**src/rtl/bin2bcd_seq_pkg.sv**
```systemverilog
// Shared definitions for the sequential binary-to-BCD converter.
//   state_e         : converter FSM states
//   BCD_ADJ_THRESH  : digit value at which the shift-and-add-3 correction applies
//   BCD_ADJ_ADD     : correction added to a digit before the shift
//   cnt_width()     : width of a counter able to hold 0..n
package bin2bcd_seq_pkg;

    typedef enum logic [1:0] {
        ST_IDLE  = 2'd0,
        ST_SHIFT = 2'd1,
        ST_DONE  = 2'd2
    } state_e;

    localparam logic [3:0] BCD_ADJ_THRESH = 4'd5;
    localparam logic [3:0] BCD_ADJ_ADD    = 4'd3;

    function automatic int cnt_width(input int n);
        return $clog2(n + 1);
    endfunction

endpackage

```
**src/rtl/bin2bcd_seq_adj.sv**
```systemverilog
// Single-digit double-dabble correction: adds 3 to a BCD digit that is 5 or
// more, so the following left shift carries correctly into the next digit.
//   digit_i : 4-bit BCD digit before the shift
//   digit_o : corrected digit (4-bit modulo; inputs above 9 never occur)
module bcd_digit_adj
    import bin2bcd_seq_pkg::*;
(
    input  logic [3:0] digit_i,
    output logic [3:0] digit_o
);

    // Conditional +3 correction
    always_comb begin
        if (digit_i >= BCD_ADJ_THRESH) begin
            digit_o = digit_i + BCD_ADJ_ADD;
        end else begin
            digit_o = digit_i;
        end
    end

endmodule

```
**src/rtl/bin2bcd_seq.sv**
```systemverilog
// Iterative binary-to-BCD converter (shift-and-add-3), one bit per clock,
// with valid/ready handshakes on both sides.
//   clk, rst_n           : clock, asynchronous active-low reset
//   in_valid / in_ready  : input handshake, bin_in is the operand
//   out_valid / out_ready: output handshake, bcd_out is the packed result
//                          (digit 0 = units in bits [3:0])
//   busy                 : conversion in progress
module bin2bcd_seq
    import bin2bcd_seq_pkg::*;
#(
    parameter int BIN_W  = 8,
    parameter int DIGITS = 3
) (
    input  logic                  clk,
    input  logic                  rst_n,
    input  logic                  in_valid,
    output logic                  in_ready,
    input  logic [BIN_W-1:0]      bin_in,
    output logic                  out_valid,
    input  logic                  out_ready,
    output logic [4*DIGITS-1:0]   bcd_out,
    output logic                  busy
);

    localparam int CNT_W = cnt_width(BIN_W);
    localparam int BCD_W = 4 * DIGITS;
    localparam logic [CNT_W-1:0] LAST_ITER = CNT_W'(BIN_W - 1);

    state_e             state_q, state_d;
    logic [CNT_W-1:0]   cnt_q, cnt_d;
    logic [BIN_W-1:0]   bin_q, bin_d;
    logic [BCD_W-1:0]   acc_q, acc_d;
    logic [BCD_W-1:0]   bcd_out_q, bcd_out_d;
    logic               out_valid_q, out_valid_d;

    logic [BCD_W-1:0]   adj_s;
    logic [BCD_W-1:0]   shifted_s;
    logic               accept_s;
    logic               xfer_s;
    logic               last_iter_s;

    // Per-digit correction applied to the accumulator before each shift
    for (genvar g = 0; g < DIGITS; g++) begin : g_adj
        bcd_digit_adj u_adj (
            .digit_i (acc_q[4*g +: 4]),
            .digit_o (adj_s[4*g +: 4])
        );
    end

    // The binary MSB enters the BCD LSB as the combined register shifts left
    assign shifted_s   = {adj_s[BCD_W-2:0], bin_q[BIN_W-1]};
    assign accept_s    = in_valid && in_ready;
    assign xfer_s      = out_valid_q && out_ready;
    assign last_iter_s = (cnt_q == LAST_ITER);

    assign out_valid = out_valid_q;
    assign bcd_out   = bcd_out_q;

    // State and datapath registers
    always_ff @(posedge clk or negedge rst_n) begin
        if (!rst_n) begin
            state_q     <= ST_IDLE;
            cnt_q       <= '0;
            bin_q       <= '0;
            acc_q       <= '0;
            bcd_out_q   <= '0;
            out_valid_q <= 1'b0;
        end else begin
            state_q     <= state_d;
            cnt_q       <= cnt_d;
            bin_q       <= bin_d;
            acc_q       <= acc_d;
            bcd_out_q   <= bcd_out_d;
            out_valid_q <= out_valid_d;
        end
    end

    // Next-state logic
    always_comb begin
        state_d = state_q;
        case (state_q)
            ST_IDLE: begin
                if (accept_s) begin
                    state_d = ST_SHIFT;
                end else begin
                    state_d = ST_IDLE;
                end
            end
            ST_SHIFT: begin
                if (last_iter_s) begin
                    state_d = ST_DONE;
                end else begin
                    state_d = ST_SHIFT;
                end
            end
            ST_DONE: begin
                // A new operand may be loaded on the same edge as the transfer
                if (xfer_s && in_valid) begin
                    state_d = ST_SHIFT;
                end else if (xfer_s) begin
                    state_d = ST_IDLE;
                end else begin
                    state_d = ST_DONE;
                end
            end
            default: begin
                state_d = ST_IDLE;
            end
        endcase
    end

    // Handshake and status outputs decoded from the current state
    always_comb begin
        in_ready = 1'b0;
        busy     = 1'b0;
        case (state_q)
            ST_IDLE: begin
                in_ready = 1'b1;
            end
            ST_SHIFT: begin
                busy = 1'b1;
            end
            ST_DONE: begin
                // Accept only when the held result leaves on this edge
                in_ready = out_ready;
            end
            default: begin
                in_ready = 1'b0;
            end
        endcase
    end

    // Datapath next values: operand load, iteration and result capture
    always_comb begin
        cnt_d       = cnt_q;
        bin_d       = bin_q;
        acc_d       = acc_q;
        bcd_out_d   = bcd_out_q;
        out_valid_d = out_valid_q;
        case (state_q)
            ST_IDLE: begin
                if (accept_s) begin
                    bin_d = bin_in;
                    acc_d = '0;
                    cnt_d = '0;
                end else begin
                    bin_d = bin_q;
                end
            end
            ST_SHIFT: begin
                acc_d = shifted_s;
                bin_d = {bin_q[BIN_W-2:0], 1'b0};
                cnt_d = cnt_q + CNT_W'(1);
                if (last_iter_s) begin
                    bcd_out_d   = shifted_s;
                    out_valid_d = 1'b1;
                end else begin
                    out_valid_d = 1'b0;
                end
            end
            ST_DONE: begin
                if (xfer_s) begin
                    out_valid_d = 1'b0;
                end else begin
                    out_valid_d = 1'b1;
                end
                if (accept_s) begin
                    bin_d = bin_in;
                    acc_d = '0;
                    cnt_d = '0;
                end else begin
                    bin_d = bin_q;
                end
            end
            default: begin
                out_valid_d = 1'b0;
            end
        endcase
    end

endmodule
```
**config.mk**
```make
export PLATFORM = sky130hd
export DESIGN_NAME = bin2bcd_seq
export DESIGN_NICKNAME = d
export VERILOG_FILES = /design/src/rtl/bin2bcd_seq_pkg.sv /design/src/rtl/bin2bcd_seq_adj.sv /design/src/rtl/bin2bcd_seq.sv
export SDC_FILE = /design/constraint.sdc
export NUM_CORES = 1
export LEC_CHECK = 0
export BUFFER_PORTS_ARGS = -buffer_cell sky130_fd_sc_hd__buf_2
export CAP_MARGIN = 5
export CORE_MARGIN = 2
export CORE_UTILIZATION = 50
export DETAILED_ROUTE_END_ITERATION = 8
export GPL_ROUTABILITY_DRIVEN = 1
export PLACE_DENSITY = 0.68
export SLEW_MARGIN = 40
export SYNTH_ARGS = -nofsm -noshare
export SYNTH_HDL_FRONTEND = slang
export SYNTH_HIERARCHICAL = 1
export SYNTH_SLANG_ARGS = --single-unit
```
**constraint.sdc**
```tcl
create_clock -name clk -period 2.7 [get_ports clk]
set_input_delay 0.135 -clock clk [delete_from_list [all_inputs] [get_ports clk]]
set_output_delay 0.135 -clock clk [all_outputs]
set_load 0.03 [all_outputs]
```
==> results of run 1 <==
==> power groups by stage <==
stage	sequential [uW]	combinational, uW	clock [uW]
4_1_cts	966	1380	402
2_1_floorplan	1040	1040	0
6_report	963	1360	393
3_3_place_gp	963	1310	0
5_1_grt	1000	1500	436
3_5_place_dp	975	1360	0
==> layout by cell type, fill, tap and decap left out, types with 2 or more instances in the layout <==
cell type                  count
sky130_fd_sc_hd__dfrtp_1      39
sky130_fd_sc_hd__nand2_1      27
sky130_fd_sc_hd__buf_2        25
sky130_fd_sc_hd__inv_1        24
sky130_fd_sc_hd__mux2_2       21
sky130_fd_sc_hd__mux2i_1      16
sky130_fd_sc_hd__ha_1         11
sky130_fd_sc_hd__nor2_1        7
sky130_fd_sc_hd__mux2_4        7
sky130_fd_sc_hd__o21ai_0       6
sky130_fd_sc_hd__nand2b_1      6
sky130_fd_sc_hd__clkbuf_8      6
sky130_fd_sc_hd__a21oi_1       4
sky130_fd_sc_hd__a21oi_2       3
sky130_fd_sc_hd__xnor2_1       3
sky130_fd_sc_hd__buf_4         3
sky130_fd_sc_hd__or3_1         2
sky130_fd_sc_hd__o21ai_1       2
==> layout make-up <==
type / count / share of cell area, %
Clock buffer: 6 / 3.50
Clock inverter: 1 / 0.212
Inverter: 24 / 3.82
Multi-Input combinational cell: 122 / 41.8
Sequential cell: 39 / 41.4
Tap cell: 50 / 2.65
Timing Repair Buffer: 29 / 6.68
==> tightest hold or removal path, stage by stage <==
cell,delay [ns]
sky130_fd_sc_hd__buf_2,0.10
sky130_fd_sc_hd__o211ai_1,0.08
sky130_fd_sc_hd__a21oi_1,0.08
==> worst max path at each step <==
stage	to	depth (start not counted)	slack, ns	from
floorplan	bin_q[1]	7	0.71	state_q[0]
global placement	acc_q[11]	6	0.52	state_q[0]
detailed placement	acc_q[10]	6	0.40	state_q[0]
CTS	acc_q[11]	6	0.38	state_q[0]
global route	acc_q[4]	6	0.22	state_q[0]
finish	acc_q[11]	6	0.38	state_q[0]
==> state kept, by name (all words and copies together) (netlist names) <==
signal	cells
acc_q	12
bcd_out	12
cnt_q	4
bin_q	8
out_valid	1
state_q	2
==> per-layer routing <==
| layer | wire [um] | GRT usage, % | up-vias |
|---|---|---|---|
| met5 | 0 | 0 | - |
| met4 | 42 | 8.82 | 0 |
| met3 | 204 | 4.06 | 5 |
| met2 | 1910 | 32.9 | 38 |
| met1 | 1640 | 23.1 | 688 |
| li1 | - | - | 686 |
==> per-stage QoR <==
stage	instance area (um2)	util, %	hold WS [ns]	power (uW)	std cells
global route	2360	58.5	0.142	2930	271
detailed placement	2260	56.1	0.129	2340	263
finish	2360	58.5	0.142	2720	271
global placement	2260	56.1	0.284	2280	263
CTS	2360	58.5	0.138	2750	271
floorplan	2100	-	-0.161	2080	190
==> repair_timing <==
action / in CTS / in global routing
hold buffers: 1 / 0
endpoints found under the hold margin: 39 / 0
gates resized for setup: 0 / 0
setup buffers: 0 / 0
==> impl_results.md, run 1 <==
- Post-synthesis average cell area: 11.0 um2
- Number of cells produced by synthesis: 190
- Switching share of power: between 30 and 40%
- Final total negative setup slack: 0 ns
- Post-Syn Nets: roughly 210
- Number of port buffers: 26
- Post-detailed-route count of antenna-violating nets: 0
- Critical path endpoint category: flip-flop
- Half-perimeter wire length of the detailed placement result: roughly 2800 um
- Worst slack after detailed placement: around 0.40 ns
- Via count of the routed design: between 1000 and 1500
- Relative contribution of the clock network to total power: between 10 and 15%
- Critical path's largest stage delay: around 0.5 ns
- Number of nets in the layout: 244
- DRC violations left: 0
- Floorplan die width: a little under 70 um
- Final Slew Violations: 0
- Combinational fraction of design power: approximately half
- Register-to-register path setup slack: 0.38 ns
- Area taken by multi-input logic gates: just under 1000 um2
- R2R depth: 6
- Diode count: 0
- Routability congestion estimate: around 0.73
- Maximum number of pins on one net before global-route repair: 40
- Power spent charging and discharging nets: 1090 uW
- Number of CTS-inserted buffers: 5
- Total wire length: approximately 3800 um
- Height of the chip: ~70 um
- CP bufs+invs: 2
- Vias in the first global route: 1393
- Clock insertion delay at the later pin of the skew report: roughly 0.29 ns
- Kind of path behind the tightest hold check: primary input to flip-flop
- Reported max-cap violation count: 0
- Maximum operating frequency: between 0.4 and 0.5 GHz
- Cell internal pwr: 1630 uW
- Final global-route overflow total: 0
- Maximum clock skew at final layout: ~0.0058 ns
- Worst reg2reg path startpoint: state_q[0]
- Ordered list of cells on the worst path: inv_1 > ha_1 > or3b_4 > o21ai_2 > buf_4 > mux2i_1
- TritonCTS clock tree: built
- Core area: 4030 um2
- Worst max-slew margin expressed relative to the limit: 48.7%
- Number of antenna violations at the first check in global routing: 0
- Peak supply drop: 0.000506 V
- Share of the clock period used by the worst path after layout: a little under nine tenths
- Hold_sp: in_valid
- Area growth, synth to finish: 12.5%
- Synthesis warning total: 6
- Setup repair after global routing missed its margin: false
- Global-route wire length before repair: around 6500 um
- Count of pins on the block boundary: 27
- Setup WS post-layout: 0.384 ns
- # clock sinks: 39
- Pin slew with the least headroom to its limit: around 0.76 ns
- CP Data Required Time: between 2 and 3 ns
- Slowest cell on the critical path: sky130_fd_sc_hd__dfrtp_1
- Number of placement rows: 23
- Fillers: 343
- Clock input transition at the sequential cells of the worst setup and hold paths: roughly 0.070 ns
- Routed length per placed instance: approximately 14 um
- Run status: completed
- Final setup violating endpoints: 0
- Pwr dens: around 1200 nW/um2
- Category of the critical setup timing path: flip-flop to flip-flop
- CP Max Fanout: 13
- Via density per instance: 5.23
- Die area: roughly 4700 um2
- Time the final worst path needs with I/O delays and setup: ~2.3 ns
- Clock tree root buffer cell: sky130_fd_sc_hd__clkbuf_8
- Critical R2R Capture: acc_q[11]
- Flop pwr share: a little over a third
- Hold path cells: 3
- Initial Utilization: a little over half
- Fin. Hold Viols: 0
- Worst Hold Endpoint: state_q[0]
- Worst EP arrival: 2.53 ns
- Nature of the critical path startpoint: flip-flop
- Kind of cell adding the most delay to the critical path: flip-flops
- Share of post-route cells with drive strength above 1: 30.8%
- Initial DRT Pass Iterations: 4
- Level count of the clock H-tree: 2
- Clock buffer depth: 2
- GRT Total Usage: a little under 20%
- Leakage: 0.00123 uW
- Number of DRC markers after the initial detailed-route iteration: 125
- Post-synthesis cell area: 2100 um2
- Flip-flop and latch area: about 980 um2
Power figures use the tool's default switching activity.
==> inputs of run 2 (changes only) <==
--- a/config.mk
+++ b/config.mk
@@ -11,9 +11,8 @@
 export CORE_UTILIZATION = 50
 export DETAILED_ROUTE_END_ITERATION = 8
 export GPL_ROUTABILITY_DRIVEN = 1
-export PLACE_DENSITY = 0.68
+export PLACE_DENSITY = 0.69
 export SLEW_MARGIN = 40
 export SYNTH_ARGS = -nofsm -noshare
 export SYNTH_HDL_FRONTEND = slang
-export SYNTH_HIERARCHICAL = 1
 export SYNTH_SLANG_ARGS = --single-unit
==> impl_results.md, run 2 <==
- Final global-route overflow total: 0
- Leakage: approximately 0.0011 uW
- Post-synthesis cell area: about 2000 um2
- Placed cells: around 270
- Critical path's largest stage delay: 0.60 ns
- Via count of the routed design: 1412
- Hold_ws: approximately 0.095 ns
- Final std cells w/o fill: 274
- Core area: approximately 3900 um2
- Critical R2R Capture: acc_q[0]
- # clock sinks: 39
- Worst reg2reg path startpoint: state_q[0]
- Final Slew Violations: 0
- Routed length per placed instance: roughly 13 um
- Setup repair after global routing missed its margin: false
- Diode count: 0
- Post-synthesis average cell area: 10.4 um2
- Yosys top cell by area: sky130_fd_sc_hd__dfrtp_1
- Most frequent cells in the layout: sky130_fd_sc_hd__dfrtp_1, sky130_fd_sc_hd__nand2_1, sky130_fd_sc_hd__buf_2, sky130_fd_sc_hd__o21ai_0
- Total wire length: roughly 3600 um
- DRC violations left: 0
- Final setup violating endpoints: 0
- Final total negative setup slack: 0 ns
- Most used flip-flop cell after synthesis: sky130_fd_sc_hd__dfrtp_1
- Number of enable flip-flop cells after synthesis: 0
- Share of the clock period used by the worst path after layout: 80.8%
- Die area: 4550 um2
- TritonCTS clock tree: built
- Maximum clock skew at final layout: 0.00760 ns
- End-of-flow core utilization: about 58%
- Worst max-slew margin expressed relative to the limit: 60.9%
- Post-Syn Nets: about 220
- Pwr dens: about 1200 nW/um2
- Peak supply drop: approximately 0.00057 V
- Hold path cells: 3
- Register-to-register path setup slack: ~0.52 ns
- Maximum number of pins on one net before global-route repair: 40
- Count of distinct cell types in the synthesized netlist: 33
- Post-detailed-route count of antenna-violating nets: 0
- Clock buffer depth: 2
- PostCTS Resize Cnt: 0
- Hold_sp: bin_in[0]
- Post-synthesis sequential element count: 39
- Critical path endpoint category: flip-flop
- Number of CTS-inserted buffers: 5
- Portion of the post-synthesis area used by sequential elements: between 40% and 50%
- Worst EP arrival: 2.33 ns
- Reported max-cap violation count: 0
- Area contributors post-synth: sky130_fd_sc_hd__dfrtp_1, sky130_fd_sc_hd__ha_1, sky130_fd_sc_hd__nand2_1, sky130_fd_sc_hd__o21ai_0, sky130_fd_sc_hd__mux2i_1
- Number of nets in the layout: about 250
- Number of cells produced by synthesis: between 150 and 200
- Nature of the critical path startpoint: flip-flop
- Run status: completed
- Global-route wire length before repair: approximately 6000 um
- Area share of the largest cell type after synthesis: a little under 50%
- GRT Total Usage: ~18%
- Level count of the clock H-tree: 2
- Maximum operating frequency: 0.458 GHz
- Post-placement cell area: around 2200 um2
- Number of antenna violations at the first check in global routing: 0
- Number of placement rows: 23
- Via density per instance: 5.15
- Clock tree root buffer cell: sky130_fd_sc_hd__clkbuf_8
- Top-count cell post-synth: sky130_fd_sc_hd__dfrtp_1
- Clock input transition at the sequential cells of the worst setup and hold paths: 0.08 ns
- Share of post-route cells with drive strength above 1: between 20% and 30%
- CP Max Fanout: 24
- Number of port buffers: 26
- Leading cell type in the layout, fill and taps excluded: sky130_fd_sc_hd__dfrtp_1
- Category of the critical setup timing path: flip-flop to flip-flop
- Height of the chip: 67.5 um
- Most frequent cells after synthesis: sky130_fd_sc_hd__dfrtp_1, sky130_fd_sc_hd__nand2_1, sky130_fd_sc_hd__o21ai_0, sky130_fd_sc_hd__ha_1, sky130_fd_sc_hd__inv_1
- Share of synthesized registers carrying an async set or reset: 100%
- Pin slew with the least headroom to its limit: approximately 0.6 ns
- Count of pins on the block boundary: 27
- R2R depth: 5
- Slowest cell on the critical path: sky130_fd_sc_hd__dfrtp_1
- Initial Utilization: between 50% and 60%
- Half-perimeter wire length of the detailed placement result: between 2000 and 3000 um
- Vias in the first global route: ~1400
- CP Data Required Time: between 2 and 3 ns
- Number of DRC markers after the initial detailed-route iteration: 78
- Clock insertion delay at the later pin of the skew report: approximately 0.29 ns
- Final instance area: 2290 um2
- Fin. Hold Viols: 0
- Synthesis warning total: 0
- Time the final worst path needs with I/O delays and setup: around 2.2 ns
- Routability congestion estimate: a little under 0.8
- Kind of path behind the tightest hold check: primary input to flip-flop
- Worst Hold Endpoint: bin_q[0]
- Ordered list of cells on the worst path: inv_1 > ha_1 > a21o_4 > a31oi_4 > o21ai_0
- Floorplan die width: 67.5 um
- Area growth, synth to finish: 13.9%
- Initial DRT Pass Iterations: 4
[run 2: area by class of cell]
cell class / instances / area [um2]
timing repair buffer: 28 / 150
multi-input combinational: 137 / 956
sequential: 39 / 976
clock inverter: 1 / 7.51
fill: 354 / 1650
clock buffer: 7 / 96.3
tap: 50 / 62.6
inverter: 12 / 45.0
[run 2: report_power, final]
| group | leakage, uW | internal, uW | switching [uW] |
|---|---|---|---|
| clock | 0.0000505 | 232 | 207 |
| combinational | 0.000535 | 539 | 824 |
| sequential | 0.000513 | 802 | 159 |
| total | 0.00110 | 1570 | 1190 |
[run 2: logic make-up (layout without fill, tap and decap cells)]
family / Yosys count / after routing / synth area share [%]
and+or+nand+nor: 59 / 59 / 15.0
AOI/OAI and AO/OA: 49 / 49 / 16.5
muxes: 13 / 13 / 6.83
adders and majority gates: 12 / 12 / 7.45
xor gates and xnor gates: 4 / 4 / 1.74
DFF: 39 / 39 / 48.4
buffers and inverters: 18 / 48 / 4.10
[run 2: worst max path at each step]
| stage | to | depth (start not counted) | startpoint | slack (ns) |
|---|---|---|---|---|
| global route | acc_q[0] | 5 | state_q[0] | 0.30 |
| CTS | acc_q[0] | 5 | state_q[0] | 0.46 |
| finish | acc_q[0] | 5 | state_q[0] | 0.52 |
| detailed placement | acc_q[0] | 5 | state_q[0] | 0.47 |
| floorplan | acc_q[5] | 8 | state_q[0] | 0.69 |
| global placement | cnt_q[2] | 6 | state_q[0] | 0.55 |
[run 2: repair_timing]
| action | 4_1_cts | 5_1_grt |
|---|---|---|
| hold buffers | 1 | 0 |
| hold endpoints to repair | 39 | 0 |
| setup buffers | 0 | 0 |
[run 2: per-stage QoR]
step	setup WS, ns	power [uW]
floorplan	0.686	2080
global placement	0.553	2310
detailed placement	0.466	2350
CTS	0.463	2800
global route	0.296	3000
finish	0.518	2760
[run 2: metal layers]
layer	GRT usage, %	wire, um	vias to the layer above
met2	29.8	1730	20
li1	-	-	718
met5	0	0	-
met3	4.50	110	7
met4	8.42	57	0
met1	22.8	1730	667
[run 2: worst max-delay path, delay by kind of cell (launching register included)]
kind            cells  cell delay (ns)
fa+ha+maj           1             0.33
flops               1             0.60
buf+inv             1             0.17
compound gates      3             0.95
==> inputs of run 3 (changes only) <==
--- a/config.mk
+++ b/config.mk
@@ -5,13 +5,14 @@
 export SDC_FILE = /design/constraint.sdc
 export NUM_CORES = 1
 export LEC_CHECK = 0
+export ABC_AREA = 1
 export BUFFER_PORTS_ARGS = -buffer_cell sky130_fd_sc_hd__buf_2
 export CAP_MARGIN = 5
 export CORE_MARGIN = 2
 export CORE_UTILIZATION = 50
 export DETAILED_ROUTE_END_ITERATION = 8
 export GPL_ROUTABILITY_DRIVEN = 1
-export PLACE_DENSITY = 0.69
+export PLACE_DENSITY = 0.71
 export SLEW_MARGIN = 40
 export SYNTH_ARGS = -nofsm -noshare
 export SYNTH_HDL_FRONTEND = slang
==> constraint.sdc (replaced) <==
create_clock -name clk -period 1.8 [get_ports clk]
set_input_delay 0.09 -clock clk [delete_from_list [all_inputs] [get_ports clk]]
set_output_delay 0.09 -clock clk [all_outputs]
set_load 0.03 [all_outputs]
==> impl_results.md, run 3 <==
- Number of nets in the layout: 321
- Maximum operating frequency: 0.631 GHz
- Placed cells: 340
- Final total negative setup slack: 0 ns
- Post-synthesis cell area: 2190 um2
- Maximum clock skew at final layout: roughly 0.0052 ns
- Number of cells produced by synthesis: 266
- Top-count cell post-synth: sky130_fd_sc_hd__nand2_1
- Final instance area: about 2500 um2
- Peak supply drop: ~0.0008 V
- Setup repair after global routing missed its margin: false
- Share of the clock period used by the worst path after layout: between 80% and 90%
- Floorplan die width: approximately 70 um
- Routability congestion estimate: 0.874
- Setup WS post-layout: ~0.21 ns
- Leading cell type in the layout, fill and taps excluded: sky130_fd_sc_hd__nand2_1
- Yosys top cell by area: sky130_fd_sc_hd__dfrtp_1
- Slowest cell on the critical path: sky130_fd_sc_hd__dfrtp_1
- Category of the critical setup timing path: flip-flop to output pin
- GRT Total Usage: a little under a fifth
- DRC violations left: 0
- Share of post-route cells with drive strength above 1: between 20% and 30%
- Count of distinct cell types in the synthesized netlist: 21
- Critical path's largest stage delay: ~0.43 ns
- Time the final worst path needs with I/O delays and setup: around 1.6 ns
- Nature of the critical path startpoint: flip-flop
- Worst slack after detailed placement: approximately 0.056 ns
- Share of synthesized registers carrying an async set or reset: between 90% and 100%
- Routed length per placed instance: between 10 and 15 um
- Reported max-cap violation count: 0
- Most frequent cells after synthesis: sky130_fd_sc_hd__nand2_1, sky130_fd_sc_hd__dfrtp_1, sky130_fd_sc_hd__inv_1, sky130_fd_sc_hd__nand3_1, sky130_fd_sc_hd__o21ai_0
- Critical path endpoint category: output pin
- Post-synthesis sequential element count: 39
- Post-Syn Nets: 290
- Most used flip-flop cell after synthesis: sky130_fd_sc_hd__dfrtp_1
- Clock tree root buffer cell: sky130_fd_sc_hd__clkbuf_8
- Clock buffer depth: 2
- Leakage: 0.00133 uW
- Maximum number of pins on one net before global-route repair: 40
- CP Data Required Time: approximately 1.7 ns
- Total wire length: ~4100 um
- Run status: completed
- Overall Power: around 4400 uW
- Fin. Hold Viols: 0
- Number of antenna violations at the first check in global routing: 0
- # clock sinks: 39
- Level count of the clock H-tree: 2
- Final Slew Violations: 0
- Area growth, synth to finish: 13.8%
- Post-detailed-route count of antenna-violating nets: 0
- Height of the chip: approximately 70 um
- Post-synthesis average cell area: 8.23 um2
- Area share of the largest cell type after synthesis: between 40 and 50%
- Global-route wire length before repair: about 7500 um
- Clock input transition at the sequential cells of the worst setup and hold paths: approximately 0.07 ns
- Via density per instance: approximately 5
- Vias in the first global route: about 1700
- Most frequent cells in the layout: sky130_fd_sc_hd__nand2_1, sky130_fd_sc_hd__dfrtp_1, sky130_fd_sc_hd__nand3_1, sky130_fd_sc_hd__inv_1, sky130_fd_sc_hd__buf_2
- Number of port buffers: 26
- Worst max-slew margin expressed relative to the limit: 67.9%
- Final setup violating endpoints: 0
- Fillers: between 400 and 500
- Number of CTS-inserted buffers: 5
- Final std cells w/o fill: 350
- Number of enable flip-flop cells after synthesis: 0
- CP Max Fanout: 5
- Synthesis warning total: 0
- Ordered list of cells on the worst path: inv_2 > ha_1 > nor2_2 > o21ai_0 > buf_2
- Die area: between 4000 and 5000 um2
- Number of placement rows: 24
- Initial DRT Pass Iterations: 4
- Clock insertion delay at the later pin of the skew report: 0.28 ns
- Final global-route overflow total: 0
- Diode count: 0
- Half-perimeter wire length of the detailed placement result: slightly below 3000 um
- Pwr dens: about 1800 nW/um2
- Pin slew with the least headroom to its limit: between 0.4 and 0.5 ns
- Initial Utilization: between 50% and 60%
- Number of DRC markers after the initial detailed-route iteration: 100
- Via count of the routed design: between 1500 and 2000
- Worst EP arrival: about 1.5 ns
- Core area: roughly 4300 um2
- Area contributors post-synth: sky130_fd_sc_hd__dfrtp_1, sky130_fd_sc_hd__nand2_1, sky130_fd_sc_hd__nand3_1, sky130_fd_sc_hd__ha_1, sky130_fd_sc_hd__inv_1
- TritonCTS clock tree: built
- Kind of path behind the tightest hold check: primary input to flip-flop
- Count of pins on the block boundary: 27
- Portion of the post-synthesis area used by sequential elements: 44.6%
- Post-placement cell area: ~2300 um2
-- run 3: stage by stage --
step                      util [%]  hold WS, ns
after global placement        54.3        0.177
final                         58.0        0.117
after global routing          58.0        0.149
after CTS                     56.8        0.111
after floorplan                  -       -0.206
after detailed placement      54.3        0.179
-- run 3: area by class of cell --
| class | count | area (um2) | share of cell area, % |
|---|---|---|---|
| well taps | 52 | 65.1 | 2.61 |
| multi-input cells | 186 | 1050 | 42.0 |
| inverters | 34 | 133 | 5.32 |
| flip-flops and latches | 39 | 976 | 39.2 |
| repair buffers | 31 | 170 | 6.83 |
| clock buffers | 8 | 100 | 4.02 |
-- run 3: power by group --
part           leakage, uW  internal, uW  total, uW  switching (uW)
Clock            0.0000515           350        637             288
Combinational     0.000767           760       2310            1550
Sequential        0.000515          1210       1450             234
-- run 3: path summary, 6_finish.rpt --
check,startpoint,end,slack [ns],depth (start not counted)
min in group asynchronous,rst_n,bcd_out[3],0.39,3
max in group asynchronous,rst_n,bcd_out[6],1.08,3
max,state_q[0],in_ready,0.21,5
max reg2reg,state_q[0],acc_q[0],0.22,8
min,bin_in[1],bin_q[1],0.12,5
min reg2reg,bcd_out[6],bcd_out[6],0.47,2
-- run 3: cells by family (layout without fill, tap and decap cells) --
family,count (synthesis),count (layout),synth area share [%]
buffers and inverters,42,73,9.61
AOI/OAI and AO/OA,33,33,9.72
and+or+nand+nor,139,140,28.8
DFF,39,39,44.6
xor gates and xnor gates,1,1,0.400
adders and majority gates,12,12,6.86
-- run 3: critical path: cells and delay by family (launching register included) --
family                     cells  cell delay, ns
AOI/OAI and AO/OA              1            0.09
adders and majority gates      1            0.24
buffers and inverters          2            0.26
DFF                            1            0.43
and+or+nand+nor                1            0.19
-- run 3: timing repair --
action                                  CTS  global route
setup buffers                             0             0
hold buffers                              1             0
endpoints found under the setup margin    0            24
hold endpoints to repair                 39             0
resized for setup                         0             8
-- run 3: routing by layer --
| metal | share of wire, % | wire (um) | track usage (%) |
|---|---|---|---|
| met1 | 49 | 2020 | 25.2 |
| met2 | 47 | 1940 | 30.5 |
| met3 | 3.1 | 126 | 5.19 |
| met5 | 0 | 0 | 0 |
| met4 | 0.87 | 36 | 4.06 |
